`config.mk`:
```
export PLATFORM = sky130hd
export DESIGN_NAME = ex_muldiv_unit_flat
export DESIGN_NICKNAME = d
export VERILOG_FILES = /design/src/rtl/ex_muldiv_unit_pkg.sv /design/src/rtl/ex_muldiv_unit_if.sv /design/src/rtl/ex_muldiv_unit_divider.sv /design/src/rtl/ex_muldiv_unit.sv /design/src/flat_wrapper.sv
export SDC_FILE = /design/constraint.sdc
export NUM_CORES = 2
export LEC_CHECK = 0
export CAP_MARGIN = 10
export CORE_MARGIN = 3
export CORE_UTILIZATION = 65
export DETAILED_ROUTE_END_ITERATION = 16
export PLACE_DENSITY = 0.83
export SLEW_MARGIN = 5
export SYNTH_ARGS = -nofsm -noshare
export SYNTH_HDL_FRONTEND = slang
export SYNTH_SLANG_ARGS = --single-unit
```
`constraint.sdc`:
```
create_clock -name clk -period 16.2 [get_ports clk]
set_input_delay 1.62 -clock clk [delete_from_list [all_inputs] [get_ports clk]]
set_output_delay 1.62 -clock clk [all_outputs]
set_load 0.02 [all_outputs]
```
`src/rtl/ex_muldiv_unit_pkg.sv`:
```
// Shared encodings for the M-extension multiply/divide unit.
// Op codes follow funct3; the FSM enum is shared with the divider.
package ex_muldiv_unit_pkg;

    typedef enum logic [2:0] {
        OP_MUL    = 3'b000,
        OP_MULH   = 3'b001,
        OP_MULHSU = 3'b010,
        OP_MULHU  = 3'b011,
        OP_DIV    = 3'b100,
        OP_DIVU   = 3'b101,
        OP_REM    = 3'b110,
        OP_REMU   = 3'b111
    } md_op_e;

    typedef enum logic [2:0] {
        S_IDLE,
        S_MUL,
        S_DIV,
        S_FIX,
        S_DONE
    } md_state_e;

    localparam int DIV_ITERS = 32;
    localparam int CNT_W     = 6;

endpackage

```
`src/rtl/ex_muldiv_unit_if.sv`:
```
// Execute-side request/response bundle of the mul/div unit.
// master: pipeline side; slave: the unit.
interface ex_muldiv_unit_if #(
    parameter int XLEN = 32
);
    logic            start;
    logic [2:0]      op;
    logic [XLEN-1:0] rs1;
    logic [XLEN-1:0] rs2;
    logic            freeze;
    logic            flush;
    logic            busy;
    logic            valid;
    logic [XLEN-1:0] result;

    modport master (
        output start, op, rs1, rs2,
        output freeze, flush,
        input  busy, valid, result
    );

    modport slave (
        input  start, op, rs1, rs2,
        input  freeze, flush,
        output busy, valid, result
    );
endinterface

```
`src/rtl/ex_muldiv_unit_divider.sv`:
```
// Restoring radix-2 divider on unsigned magnitudes.
// One quotient bit per step; done after DIV_ITERS steps.
module muldiv_divider
    import ex_muldiv_unit_pkg::*;
#(
    parameter int XLEN = 32
) (
    input  logic            clk,
    input  logic            rst,
    input  logic            load,
    input  logic            step,
    input  logic [XLEN-1:0] dividend,
    input  logic [XLEN-1:0] divisor,
    output logic [XLEN-1:0] quot,
    output logic [XLEN-1:0] rem,
    output logic            done
);

    logic [XLEN-1:0]  q_r;
    logic [XLEN-1:0]  r_r;
    logic [XLEN-1:0]  d_r;
    logic [CNT_W-1:0] cnt;
    logic [XLEN:0]    trial;
    logic [XLEN:0]    diff;
    logic             ge;

    // Partial remainder never exceeds 2*d, so bit XLEN of diff is the borrow.
    assign trial = {r_r, q_r[XLEN-1]};
    assign diff  = trial - {1'b0, d_r};
    assign ge    = ~diff[XLEN];
    assign done  = (cnt == CNT_W'(DIV_ITERS));
    assign quot  = q_r;
    assign rem   = r_r;

    always_ff @(posedge clk or posedge rst) begin
        if (rst) begin
            q_r <= '0;
            r_r <= '0;
            d_r <= '0;
            cnt <= '0;
        end else if (load) begin
            q_r <= dividend;
            r_r <= '0;
            d_r <= divisor;
            cnt <= '0;
        end else if (step && !done) begin
            q_r <= {q_r[XLEN-2:0], ge};
            r_r <= ge ? diff[XLEN-1:0] : trial[XLEN-1:0];
            cnt <= cnt + 1'b1;
        end
    end

endmodule

```
`src/rtl/ex_muldiv_unit.sv`:
```
// RV32M execute unit: 2-cycle multiplier, 34-cycle divider,
// with freeze hold, flush abort and divide special-case fast path.
module ex_muldiv_unit
    import ex_muldiv_unit_pkg::*;
#(
    parameter int XLEN = 32
) (
    input logic             clk,
    input logic             rst,
    ex_muldiv_unit_if.slave bus
);

    md_state_e         state;
    md_state_e         state_nxt;
    md_op_e            op_q;
    logic [XLEN-1:0]   a_q;
    logic [XLEN-1:0]   b_q;
    logic [XLEN-1:0]   result_q;
    logic [XLEN-1:0]   spec_res;
    logic [2*XLEN-1:0] prod_q;
    logic [2*XLEN-1:0] a_ext;
    logic [2*XLEN-1:0] b_ext;
    logic              mul_ph;
    logic              spec_q;
    logic              neg_q;
    logic              neg_r;

    logic              accept;
    logic              is_div;
    logic              div_sgn;
    logic              a_neg;
    logic              b_neg;
    logic              by_zero;
    logic              ovf;
    logic              sa;
    logic              sb;
    logic [XLEN-1:0]   a_abs;
    logic [XLEN-1:0]   b_abs;
    logic [XLEN-1:0]   spec_nxt;
    logic [XLEN-1:0]   quot;
    logic [XLEN-1:0]   rem;
    logic [XLEN-1:0]   mul_res;
    logic [XLEN-1:0]   fix_res;
    logic              div_done;
    logic              div_load;
    logic              div_step;

    assign accept = bus.start && !bus.flush && !bus.freeze
                 && (state == S_IDLE || state == S_DONE);

    assign is_div  = bus.op[2];
    assign div_sgn = ~bus.op[0];
    assign a_neg   = div_sgn & bus.rs1[XLEN-1];
    assign b_neg   = div_sgn & bus.rs2[XLEN-1];
    assign a_abs   = a_neg ? -bus.rs1 : bus.rs1;
    assign b_abs   = b_neg ? -bus.rs2 : bus.rs2;
    assign by_zero = (bus.rs2 == '0);
    assign ovf     = div_sgn
                  && bus.rs1 == {1'b1, {(XLEN-1){1'b0}}}
                  && bus.rs2 == '1;

    // Divide-by-zero and signed overflow skip the iterative divider.
    always_comb begin
        spec_nxt = bus.op[1] ? '0 : bus.rs1;
        if (by_zero)
            spec_nxt = bus.op[1] ? bus.rs1 : '1;
    end

    assign sa    = (op_q == OP_MULH) || (op_q == OP_MULHSU);
    assign sb    = (op_q == OP_MULH);
    assign a_ext = {{XLEN{sa & a_q[XLEN-1]}}, a_q};
    assign b_ext = {{XLEN{sb & b_q[XLEN-1]}}, b_q};

    always_comb begin
        mul_res = prod_q[2*XLEN-1:XLEN];
        if (op_q == OP_MUL)
            mul_res = prod_q[XLEN-1:0];
    end

    always_comb begin
        fix_res = neg_q ? -quot : quot;
        if (op_q[1])
            fix_res = neg_r ? -rem : rem;
        if (spec_q)
            fix_res = spec_res;
    end

    assign div_load = accept && is_div;
    assign div_step = (state == S_DIV) && !spec_q;

    muldiv_divider #(
        .XLEN(XLEN)
    ) u_div (
        .clk     (clk),
        .rst     (rst),
        .load    (div_load),
        .step    (div_step),
        .dividend(a_abs),
        .divisor (b_abs),
        .quot    (quot),
        .rem     (rem),
        .done    (div_done)
    );

    always_ff @(posedge clk or posedge rst) begin
        if (rst)
            state <= S_IDLE;
        else
            state <= state_nxt;
    end

    always_comb begin
        state_nxt = state;
        unique case (state)
            S_IDLE, S_DONE: begin
                if (accept)
                    state_nxt = is_div ? S_DIV : S_MUL;
                else if (!bus.freeze)
                    state_nxt = S_IDLE;
            end
            S_MUL:   if (mul_ph) state_nxt = S_DONE;
            S_DIV:   if (spec_q || div_done) state_nxt = S_FIX;
            S_FIX:   state_nxt = S_DONE;
            default: state_nxt = S_IDLE;
        endcase
        if (bus.flush)
            state_nxt = S_IDLE;
    end

    always_ff @(posedge clk or posedge rst) begin
        if (rst) begin
            op_q     <= OP_MUL;
            a_q      <= '0;
            b_q      <= '0;
            prod_q   <= '0;
            mul_ph   <= 1'b0;
            spec_q   <= 1'b0;
            spec_res <= '0;
            neg_q    <= 1'b0;
            neg_r    <= 1'b0;
            result_q <= '0;
        end else begin
            if (accept) begin
                op_q     <= md_op_e'(bus.op);
                a_q      <= bus.rs1;
                b_q      <= bus.rs2;
                mul_ph   <= 1'b0;
                spec_q   <= is_div && (by_zero || ovf);
                spec_res <= spec_nxt;
                neg_q    <= a_neg ^ b_neg;
                neg_r    <= a_neg;
            end
            if (state == S_MUL) begin
                prod_q <= a_ext * b_ext;
                mul_ph <= 1'b1;
            end
            if (!bus.flush && state == S_MUL && mul_ph)
                result_q <= mul_res;
            if (!bus.flush && state == S_FIX)
                result_q <= fix_res;
        end
    end

    assign bus.busy   = (state == S_MUL) || (state == S_DIV)
                     || (state == S_FIX);
    assign bus.valid  = (state == S_DONE);
    assign bus.result = result_q;

endmodule

```
`src/flat_wrapper.sv`:
```
// flat-port wrapper written by rule: the top's interface ports become plain ports
module ex_muldiv_unit_flat import ex_muldiv_unit_pkg::*;
#(
    parameter int XLEN = 32
)
  (clk, rst, bus_start, bus_op, bus_rs1, bus_rs2, bus_freeze, bus_flush, bus_busy, bus_valid, bus_result);
  ex_muldiv_unit_if #(.XLEN(XLEN)) bus_i ();
  input logic clk;
  input logic rst;
  input wire logic [$bits(bus_i.start)-1:0] bus_start;
  input wire logic [$bits(bus_i.op)-1:0] bus_op;
  input wire logic [$bits(bus_i.rs1)-1:0] bus_rs1;
  input wire logic [$bits(bus_i.rs2)-1:0] bus_rs2;
  input wire logic [$bits(bus_i.freeze)-1:0] bus_freeze;
  input wire logic [$bits(bus_i.flush)-1:0] bus_flush;
  output wire logic [$bits(bus_i.busy)-1:0] bus_busy;
  output wire logic [$bits(bus_i.valid)-1:0] bus_valid;
  output wire logic [$bits(bus_i.result)-1:0] bus_result;
  assign bus_i.start = bus_start;
  assign bus_i.op = bus_op;
  assign bus_i.rs1 = bus_rs1;
  assign bus_i.rs2 = bus_rs2;
  assign bus_i.freeze = bus_freeze;
  assign bus_i.flush = bus_flush;
  assign bus_busy = bus_i.busy;
  assign bus_valid = bus_i.valid;
  assign bus_result = bus_i.result;
  ex_muldiv_unit #(.XLEN(XLEN)) u_core (.clk(clk), .rst(rst), .bus(bus_i));
endmodule
```
# Word level (Yosys, flattened, before mapping)
# Cells that the tools add are included.
# op_classes
n_mux,28
mul,1
reduce_logical,30
eq_ne,12
n_addsub,6
bitwise_logic,7
# op_table
cell,n
$mux 32,17
$neg 32->32,4
$eq 32x32->1 const B,2
$mul 33x33->64,1
$sub 33x32->33,1
$logic_not 32->1,1
$mux 3,5
$logic_and 1x1->1,12
$mux 6,2
$pmux 3 s4,1
$eq 3x2->1 const B,3
$add 6x1->6 const B,1
$eq 3x1->1 const B,2
$eq 6x6->1 const B,1
$logic_not 3->1,2
$logic_or 1x1->1,6
$reduce_bool 2->1,3
$and 1x1->1,4
$logic_not 1->1,4
$ne 4x3->1 const B,1
$eq 3x3->1 const B,1
$ne 3x2->1 const B,1
$ne 3x3->1 const B,1
$reduce_and 3->1,1
5 further kinds,7
# totals
ff_bits,304
output_inout_bits,34
wordCells,99

# Logic depth before layout (Yosys ltp)
# logic_depth
ltp_word,7
depth_mapped,32
depth_no_buf,29

# By module
# A second synthesis with hierarchy kept.
# unflattened
cells_unflattened,6258
area_unflattened_um2,55777.2
# by_module_without_submodules
module,seq_area_each_um2,instances,cells_each,area_each_um2
ex_muldiv_unit,5054.8,1,5551,49461.2
muldiv_divider,2552.4,1,707,6316.1

# Least setup slack after synthesis
# OpenSTA, ideal clock, no wires.
# synth_path
path_kind,flip-flop to flip-flop
startpoint,register u_core.op_q[1]
endpoint,register u_core.prod_q[61]
setup_ps,125
path_stages_with_launch,31
arrival_time_ps,8293
required_ps,16075
slack_ps,7782
path_cell_list,dfrtp_1 > clkbuf_1 > xnor2_1 > nor3b_1 > clkbuf_1 > nand2_1 > fa_1 > fa_1 > inv_1 > fa_1 > inv_1 > fa_1 > inv_1 > fa_1 > fa_1 > fa_1 > inv_1 > fa_1 > inv_1 > ha_1 > clkbuf_1 > nand3_1 > nor2_1 > nand3_1 > a311oi_1 > a31oi_1 > a21oi_1 > o21ai_0 > nand2_1 > xor2_1 > mux2_2
# synth_via
elab_chain_len,4
# synth_lines
element,line_no,text
start: declaration,ex_muldiv_unit.sv:15,md_op_e op_q;
start signal: assignment,ex_muldiv_unit.sv:144,op_q <= md_op_e'(bus.op);
$eq 3x1->1 or $eq 3x2->1 (tied branches),"ex_muldiv_unit.sv:69, ex_muldiv_unit.sv:70",
$logic_or 1x1->1,ex_muldiv_unit.sv:69,assign sa = (op_q == OP_MULH) || (op_q == OP_MULHSU);
$and 1x1->1,ex_muldiv_unit.sv:71,"assign a_ext = {{XLEN{sa & a_q[XLEN-1]}}, a_q};"
$mul 33x33->64 (*),ex_muldiv_unit.sv:154,prod_q <= a_ext * b_ext;
end signal: assignment,ex_muldiv_unit.sv:154,
end: declaration,ex_muldiv_unit.sv:20,logic [2*XLEN-1:0] prod_q;
# Mark *: on every way between the ends. The rest lies on a longest branch, timed or not.
# A chain may end at the register's enable or synchronous reset.

# Final worst setup path
# layout_path
startpoint,register u_core.a_q[31]
endpoint,register u_core.prod_q[63]
# layout_via
elab_chain_len,2
# layout_lines
element,line_no,text
start: declaration,ex_muldiv_unit.sv:16,logic [XLEN-1:0] a_q;
start signal: assignment,ex_muldiv_unit.sv:145,a_q <= bus.rs1;
$and 1x1->1,ex_muldiv_unit.sv:71,
$mul 33x33->64 (*),ex_muldiv_unit.sv:154,
# Marks and branches as above.

==> impl_metrics.json <==
{
  "status": "complete, no violations",
  "antenna_found_initial": 4,
  "clockBufferDepth": 3,
  "holdCritStartpoint": "u_core.bus.result[3]$_DFFE_PP0P_",
  "wl_met3_mm": 15.13,
  "cts_hold_buf": 0,
  "clock_sinks": 304,
  "crit_fanout": 35,
  "core-area_um2": 83950,
  "cp_slowest_cell": "fa_1",
  "die_h_um": 297.7,
  "ys_top_cells_by_area": "fa_1 41%, dfrtp_1 14%, nand2_1 9.3%",
  "setup_viol": 0,
  "end_kind": "register",
  "synth_top_area_share_pct": 40.75,
  "syn_nets": 7783,
  "top_layer": "met5",
  "yosysSeqAreaShare_pct": 13.75,
  "final_cell_mix": "1365 x nand2_1, 1239 x inv_1, 1126 x fa_1",
  "grt.total_usage_pct": 36.26,
  "synth_edf_count": 0,
  "synth_top_area_cell": "fa_1",
  "drive_gt1_share_pct": 3.202,
  "insertion_delay_ns": 0.55,
  "pin_count": 106,
  "area_growth_pct": 5.352,
  "regToRegSetupSlack_ns": 7.02,
  "crit_type": "register to register",
  "synthArstFlopShare_pct": 100.0,
  "first_pass_iters": 6,
  "clkTransAtPathRegs_ns": 0.06,
  "cts_made_buffers": 36,
  "post-route-min-period_ns": 9.178,
  "antenna_left": 0,
  "drv_cap": 0,
  "fin_crit_sh_pct": 56.65,
  "cts_tree": "built",
  "wirelength_mm": 155.4,
  "grt_first_pass_wirelength_mm": 253.2,
  "final_common_cell": "nand2_1",
  "cp-start-kind": "register",
  "worstHoldPathCells": 1,
  "hold_end": "u_core.bus.result[3]$_DFFE_PP0P_",
  "rsz0062_at_grt": "no",
  "hold_class": "register to register",
  "die_area_um2": 88640,
  "synth-main-ff-cell": "dfrtp_1",
  "synth_area_um2": 55320,
  "cp_common_cell": "fa_1",
  "clock_skew_ns": 0.02013,
  "yosys_warnings": 0,
  "fmax_mhz": 109.0,
  "crit-reg2reg-capture": "u_core.prod_q[63]$_DFFE_PP0P_",
  "worst_slew_pin_slew_ns": 1.245,
  "drc": 0,
  "synth_cell_types": 84,
  "synth_cells": 6334,
  "r2r-start": "u_core.a_q[31]$_DFFE_PP0P_",
  "grt_max_degree": 159,
  "wl_met2_mm": 73.79,
  "synth-seq-cells": 304,
  "cp_data_required_time_ns": 16.61,
  "slew_headroom_pct": 16.79,
  "start_util_pct": 65.89,
  "wl_per_cell_um": 21.15,
  "crit_arrival_ns": 9.59,
  "row_count": 106,
  "htreeDepth": 2,
  "critPathMaxStageDelay_ns": 0.87,
  "fin_setup_tns_ns": 0,
  "hpwl_mm": 119.5,
  "post_cts.repair.setup_buffers": 0,
  "n_fill_cell": 6356,
  "slew_viol_final": 0,
  "overflow": 0,
  "hold_viol_final": 0,
  "viasPerCell": 5.961,
  "first_iter_violations": 3931,
  "cts_resized": 0,
  "fp.dieW_um": 297.7,
  "root_buffer": "clkbuf_16",
  "io_buffers": 105,
  "fin_nets": 7635,
  "grt_pass1_vias": 46679,
  "met1_length_mm": 57.65,
  "holdWs_ns": 0.4751,
  "routabilityCongestion": 0.9820,
  "vias": 43811,
  "synth_area_per_cell_um2": 8.733,
  "reg2reg_depth": 28
}
-- metrics by stage --
stage | cell area (um2) | setup WS [ns] | utilization (%) | cells
6_report | 58280 | 7.022 | 69.42 | 7349
3_5_place_dp | 56990 | 7.016 | 67.89 | 7282
4_1_cts | 58270 | 6.963 | 69.41 | 7348
5_1_grt | 58270 | 6.398 | 69.41 | 7348
2_1_floorplan | 55320 | 6.177 | - | 6334
3_3_place_gp | 56990 | 7.135 | 67.89 | 7282
-- final cells by class --
cell class                      instances  area [um2]  share of cell area, %
Multi-Input combinational cell       4420       41630                  71.44
Sequential cell                       304        7622                  13.08
Inverter                             1240        4662                  8.000
Timing Repair Buffer                  184        1657                  2.843
Tap cell                             1134        1419                  2.435
Clock buffer                           42       963.4                  1.653
Clock inverter                         24       317.8                 0.5453
Antenna cell                            1       2.502               0.004294
-- layer usage --
| metal | vias up | track usage, % |
|---|---|---|
| met3 | 559 | 6.580 |
| li1 | 18762 | - |
| met2 | 2430 | 59.26 |
| met5 | - | 0 |
| met4 | 2 | 16.48 |
| met1 | 22058 | 47.66 |
-- logic make-up after synthesis --
kind of cell    Yosys count  share of synthesized area [%]
xor+xnor                225                          3.562
compound gates          758                          8.428
mux                      33                         0.6017
flops                   304                          13.75
fa+ha+maj              1377                          46.43
simple gates           2027                          16.13
buf+inv                1610                          11.10
-- worst max path at each step --
stage / start / endpoint / slack, ns / depth (start not counted)
2_1_floorplan: rst / u_core.a_q[0]$_DFFE_PP0P_ / 6.18 / 1
3_3_place_gp: u_core.a_q[31]$_DFFE_PP0P_ / u_core.prod_q[63]$_DFFE_PP0P_ / 7.13 / 30
3_5_place_dp: u_core.a_q[31]$_DFFE_PP0P_ / u_core.prod_q[63]$_DFFE_PP0P_ / 7.02 / 30
4_1_cts: u_core.a_q[31]$_DFFE_PP0P_ / u_core.prod_q[63]$_DFFE_PP0P_ / 6.96 / 30
5_1_grt: u_core.a_q[31]$_DFFE_PP0P_ / u_core.prod_q[63]$_DFFE_PP0P_ / 6.40 / 30
6_report: u_core.a_q[31]$_DFFE_PP0P_ / u_core.prod_q[63]$_DFFE_PP0P_ / 7.02 / 28
-- flip-flops by register name, summed over array words and instances (netlist names) --
name / count
u_core.prod_q: 64
u_core.a_q: 32
u_core.b_q: 32
u_core.bus.result: 32
u_core.spec_res: 32
u_core.u_div.d_r: 32
u_core.u_div.quot: 32
u_core.u_div.rem: 32
u_core.u_div.cnt: 6
u_core.op_q: 3
u_core.state: 3
u_core.mul_ph: 1
u_core.neg_q: 1
u_core.neg_r: 1
u_core.spec_q: 1
-- worst max-delay path: cells and delay by family, from the launching register on --
kind	cells	cell delay, ns
adder cells (fa/ha/maj)	9	5.17
buffers and inverters	7	1.47
AO/OA/AOI/OAI	6	1.06
AND/OR/NAND/NOR	5	0.82
flip-flops	1	0.32
XOR/XNOR	1	0.14
-- cell usage after synthesis (all sizes together), types with 96 or more instances --
cell type	count
dfrtp	304
a21oi	156
fa	1126
nor2	167
o21ai	301
ha	251
xor2	96
clkbuf	339
inv	1240
xnor2	129
nand2	1366
and2	298
Power is left out: the tool's default activity adds up to more than one toggle a clock period on the data nets, which glitch-free logic cannot reach.
